File: config.mk
export PLATFORM = sky130hd
export DESIGN_NAME = reg_file_sb
export DESIGN_NICKNAME = d
export VERILOG_FILES = /design/src/rtl/reg_file_sb.sv
export SDC_FILE = /design/constraint.sdc
export NUM_CORES = 1
export LEC_CHECK = 0
export ABC_AREA = 0
export CELL_PAD_IN_SITES_DETAIL_PLACEMENT = 0
export CELL_PAD_IN_SITES_GLOBAL_PLACEMENT = 1
export CORE_MARGIN = 2
export CORE_UTILIZATION = 41
export DETAILED_ROUTE_END_ITERATION = 12
export PLACE_DENSITY_LB_ADDON = 0.2
export SLEW_MARGIN = 25
export SYNTH_ARGS = -nofsm -noshare
export SYNTH_HDL_FRONTEND = slang
export SYNTH_SLANG_ARGS = --single-unit
File: constraint.sdc
create_clock -name clk -period 3.1 [get_ports clk]
set_input_delay 0.62 -clock clk [delete_from_list [all_inputs] [get_ports clk]]
set_output_delay 0.62 -clock clk [all_outputs]
set_load 0.03 [all_outputs]
File: src/rtl/reg_file_sb.sv
// ============================================================================
// Module   : reg_file_sb
// Brief    : 4-entry, 2W/2R register file with write bypass and a per-register
//            busy scoreboard for RAW/WAW hazard detection at decode.
// Revision : 1.0 - initial release
// ============================================================================
`default_nettype none

module reg_file_sb_dec2to4 (
   input  logic       en_i,
   input  logic [1:0] addr_i,
   output logic [3:0] y_o
);
   assign y_o = en_i ? (4'b0001 << addr_i) : 4'b0000;
endmodule

module reg_file_sb #(
   parameter int W = 16
) (
   input  logic         clk,
   input  logic         rst_n,
   input  logic [1:0]   rd_addr_a,
   input  logic [1:0]   rd_addr_b,
   input  logic         rd_use_a,
   input  logic         rd_use_b,
   output logic [W-1:0] rd_data_a,
   output logic [W-1:0] rd_data_b,
   output logic         busy_a,
   output logic         busy_b,
   output logic         stall,
   input  logic         iss_en,
   input  logic [1:0]   iss_dst,
   input  logic         wr_en_0,
   input  logic         wr_en_1,
   input  logic [1:0]   wr_addr_0,
   input  logic [1:0]   wr_addr_1,
   input  logic [W-1:0] wr_data_0,
   input  logic [W-1:0] wr_data_1
);

   logic [W-1:0] regs_q [4];
   logic [W-1:0] regs_d [4];
   logic [3:0]   busy_q;
   logic [3:0]   busy_d;
   logic [3:0]   strb0;
   logic [3:0]   strb1;
   logic [3:0]   clr;
   logic [3:0]   iss_set;
   logic         busy_iss;
   logic         iss_ok;

   reg_file_sb_dec2to4 u_dec_wr0 (
      .en_i   (wr_en_0),
      .addr_i (wr_addr_0),
      .y_o    (strb0)
   );

   reg_file_sb_dec2to4 u_dec_wr1 (
      .en_i   (wr_en_1),
      .addr_i (wr_addr_1),
      .y_o    (strb1)
   );

   assign clr = strb0 | strb1;

   // Port 1 has priority in both the bypass and the register update.
   assign rd_data_a = strb1[rd_addr_a] ? wr_data_1 :
                      strb0[rd_addr_a] ? wr_data_0 : regs_q[rd_addr_a];
   assign rd_data_b = strb1[rd_addr_b] ? wr_data_1 :
                      strb0[rd_addr_b] ? wr_data_0 : regs_q[rd_addr_b];

   assign busy_a   = busy_q[rd_addr_a] & ~clr[rd_addr_a];
   assign busy_b   = busy_q[rd_addr_b] & ~clr[rd_addr_b];
   assign busy_iss = busy_q[iss_dst]   & ~clr[iss_dst];

   assign stall   = (rd_use_a & busy_a) | (rd_use_b & busy_b) | (iss_en & busy_iss);
   assign iss_ok  = iss_en & ~stall;
   assign iss_set = iss_ok ? (4'b0001 << iss_dst) : 4'b0000;

   // Set after clear so an accepted issue wins over a same-cycle commit.
   assign busy_d = (busy_q & ~clr) | iss_set;

   always_ff @(posedge clk) begin
      if (!rst_n) begin
         busy_q <= 4'b0000;
      end else begin
         busy_q <= busy_d;
      end
   end

   generate
      for (genvar i = 0; i < 4; i++) begin : g_reg
         assign regs_d[i] = strb1[i] ? wr_data_1 :
                            strb0[i] ? wr_data_0 : regs_q[i];

         always_ff @(posedge clk) begin
            if (!rst_n) begin
               regs_q[i] <= '0;
            end else begin
               regs_q[i] <= regs_d[i];
            end
         end
      end
   endgenerate

endmodule

`default_nettype wire

==> results.cfg <==
[run_status]
status = finished, final reports clean

[power]
p_clk_share_pct = 32.8
share_seq_of_total_power_pct = 37.1
p_switching_mw = 0.9450
switching_share_pct = 30.89
power.density_nw_per_um2 = 480.2
vdd_drop_max_v = 0.0002451
power_frac_comb_pct = 30.0
total_leakage_power_nw = 2.702
p_int_mw = 2.114

[routing]
viasPerCell = 5.877
wl_per_cell_um = 20.73
detail-route-antenna-nets = 0
drtIter0Drc = 311
dr_total_vias = 4443
post-route-drc-count = 0
first_pass_iters = 5
top_layer = met4
met1_length_um = 6231
wl_um = 15680
met2WireLength_um = 8126
wl_met3_um = 1004

[critical_path]
critPathKind = in2out
cp.arrival_ns = 2.47
path_cells = clkdlybuf4s50_1 -> buf_4 -> nand3b_1 -> and3_4 -> buf_4 -> a32o_1 -> or3_1 -> buf_6
cp_common_cell = buf_4
crit_path_end_kind = primary output
worst-path-max-fanout = 5
path_delay_family = buffers and inverters
required_ns = 2.48
crit_path_top_delay_cell = clkdlybuf4s50_1
slowest_delay_ns = 0.41
crit_buf_inv = 4
crit_path_start_kind = input pin

[placement]
port_buffers = 83
hpwl_um = 10740
placed_cells = 739
gp_congestion = 0.8712

[layout]
layout_commonest_cell = nand2_1
fillCellCount = 1005
instances_no_fill = 756
nets = 657
post-route-util_pct = 55.55
syn_to_final_growth_pct = 31.38
final_cell_mix = nand2_1 (140), a21oi_1 (96), buf_4 (74)
drive_gt1_share_pct = 23.00
antenna_cells = 0

[die]
coreArea_um2 = 11470
die_w_um = 112.7
start_util_pct = 42.28
die_area_um2 = 12710
pin_count = 84
rows = 39
die_y_um = 112.7

[timing]
tightest_slew_ns = 0.4730
fmax_ghz = 0.3233
finalCritPeriodShare_pct = 99.79
min_period_ns = 3.094
relSlewSlack_pct = 68.37
rsz0062_at_grt = true
drv_slew = 0
setup_viol = 0
finClkSkew_ns = 0.0002724
hold_viol = 0

[synthesis]
synthesis.area_um2 = 4848
synth_warnings = 0
synth_edf_count = 64
synthArstFlopShare_pct = 0
syn-num-nets = 550
ys_types = 34
synthFlopType = edfxtp_1
synth-seq-area-share_pct = 41.29
synth.avg_cell_area_um2 = 9.677
syn_inst = 501
ys_ff_latch = 68

[clocking]
insertion_delay_ns = 0.33
htree_levels = 3
path_clk_slew_ns = 0.06
cts_tree = yes
cts_buffers = 9
cts_root_buffer = clkbuf_16
clock-sinks = 68
cts_hold_buffers = 0
clock_path_buffers = 2

[min_path]
hp-class = reg2reg

[global_routing]
grt_max_degree = 21
grt_antenna_before_repair = 0
global_route.usage.total_pct = 25.53
grt_pass1_wl_um = 24960
grt_pass1_vias = 4621
grt_overflow = 0

[run]
drv_cap = 0
==> what timing repair did <==
action                                  4_1_cts  5_1_grt
pin swaps                                     2        4
buffers inserted                              1        0
endpoints found under the setup margin        9       15
gates resized for setup                      16        6
hold endpoints to repair                      0        0
==> through the flow <==
step	total power [mW]	setup slack (ns)	cell area, um^2	setup TNS (ns)	hold slack [ns]
2_1_floorplan	1.682	0.4104	4848	0	0.6176
5_1_grt	3.173	-0.06958	6370	-0.06958	0.7858
6_report	3.059	0.006462	6370	0	0.7287
3_3_place_gp	2.054	-0.3416	6066	-0.8155	0.7125
4_1_cts	3.067	-0.001919	6365	-0.001919	0.7335
3_5_place_dp	2.072	-0.3325	6066	-0.8869	0.7182
==> worst min-delay path, delay by kind of cell, from the launching register on <==
kind	cells	cell delay (ns)
and+or+nand+nor	1	0.21
AOI/OAI and AO/OA	1	0.13
DFF	1	0.35
==> power by group through the flow <==
| stage | clock network, mW | logic [mW] | registers (mW) |
|---|---|---|---|
| after floorplan | 0 | 0.544 | 1.14 |
| after global placement | 0 | 0.907 | 1.15 |
| after detailed placement | 0 | 0.919 | 1.15 |
| after CTS | 1.01 | 0.924 | 1.14 |
| after global routing | 1.05 | 0.981 | 1.15 |
| final | 1.00 | 0.919 | 1.14 |
==> cell type report <==
cell class              instances  area, um^2  area share, %
inverters                       1       3.754        0.05893
well taps                     143       178.9          2.809
multi-input cells             394        2675          42.00
clock buffers                  10       229.0          3.595
clock inverters                 6       55.05         0.8643
flip-flops and latches         68        2002          31.43
repair buffers                134        1226          19.25
==> cells in the mapped netlist, types with 2 or more instances <==
master       n  share of area (%)
edfxtp_1    64                 40
dfxtp_1      4                1.7
a22o_1       2               0.36
nor3b_1      3               0.46
mux4_2      34                 16
nand3_2      2               0.41
xnor2_1      8                1.4
nand3b_1     5               0.77
a21oi_1     96                9.9
nand3_1     13                1.3
and4b_1      2               0.41
buf_4        3               0.46
buf_2        9               0.93
nor2_1      35                2.7
and3_1       6               0.77
nand2_1    140                 11
clkbuf_1    21                1.6
o2111ai_1    2               0.36
a32o_1       2               0.41
nand4_1      2               0.26
buf_1        4               0.31
mux2i_1     32                6.6
==> routing by layer <==
metal | vias to the layer above | GRT usage [%]
met5 | - | 0
met4 | 0 | 10.33
met3 | 30 | 3.374
met2 | 196 | 44.43
met1 | 2162 | 32.30
li1 | 2055 | -
==> registers in the layout, indices dropped and copies added, names as in the netlist <==
name	count
regs_q	64
busy_q	4
==> path summary, 6_finish.rpt <==
path / start / end / slack, ns / cells after the start
max reg2reg: busy_q[1]$_SDFF_PN0_ / busy_q[3]$_SDFF_PN0_ / 1.46 / 6
min reg2reg: busy_q[3]$_SDFF_PN0_ / busy_q[3]$_SDFF_PN0_ / 0.73 / 2
max: wr_addr_0[1] / stall / 0.006 / 8
min: busy_q[3]$_SDFF_PN0_ / busy_q[3]$_SDFF_PN0_ / 0.73 / 2
==> cells by family after synthesis <==
logic type             after synthesis  synth area share (%)
buffers and inverters               39                 3.639
XOR/XNOR                             8                 1.445
AO/OA/AOI/OAI                      105                 11.59
flip-flops                          68                 41.29
AND/OR/NAND/NOR                    215                 19.64
multiplexers                        66                 22.40
No activity file was read; power rests on OpenSTA's default activity.
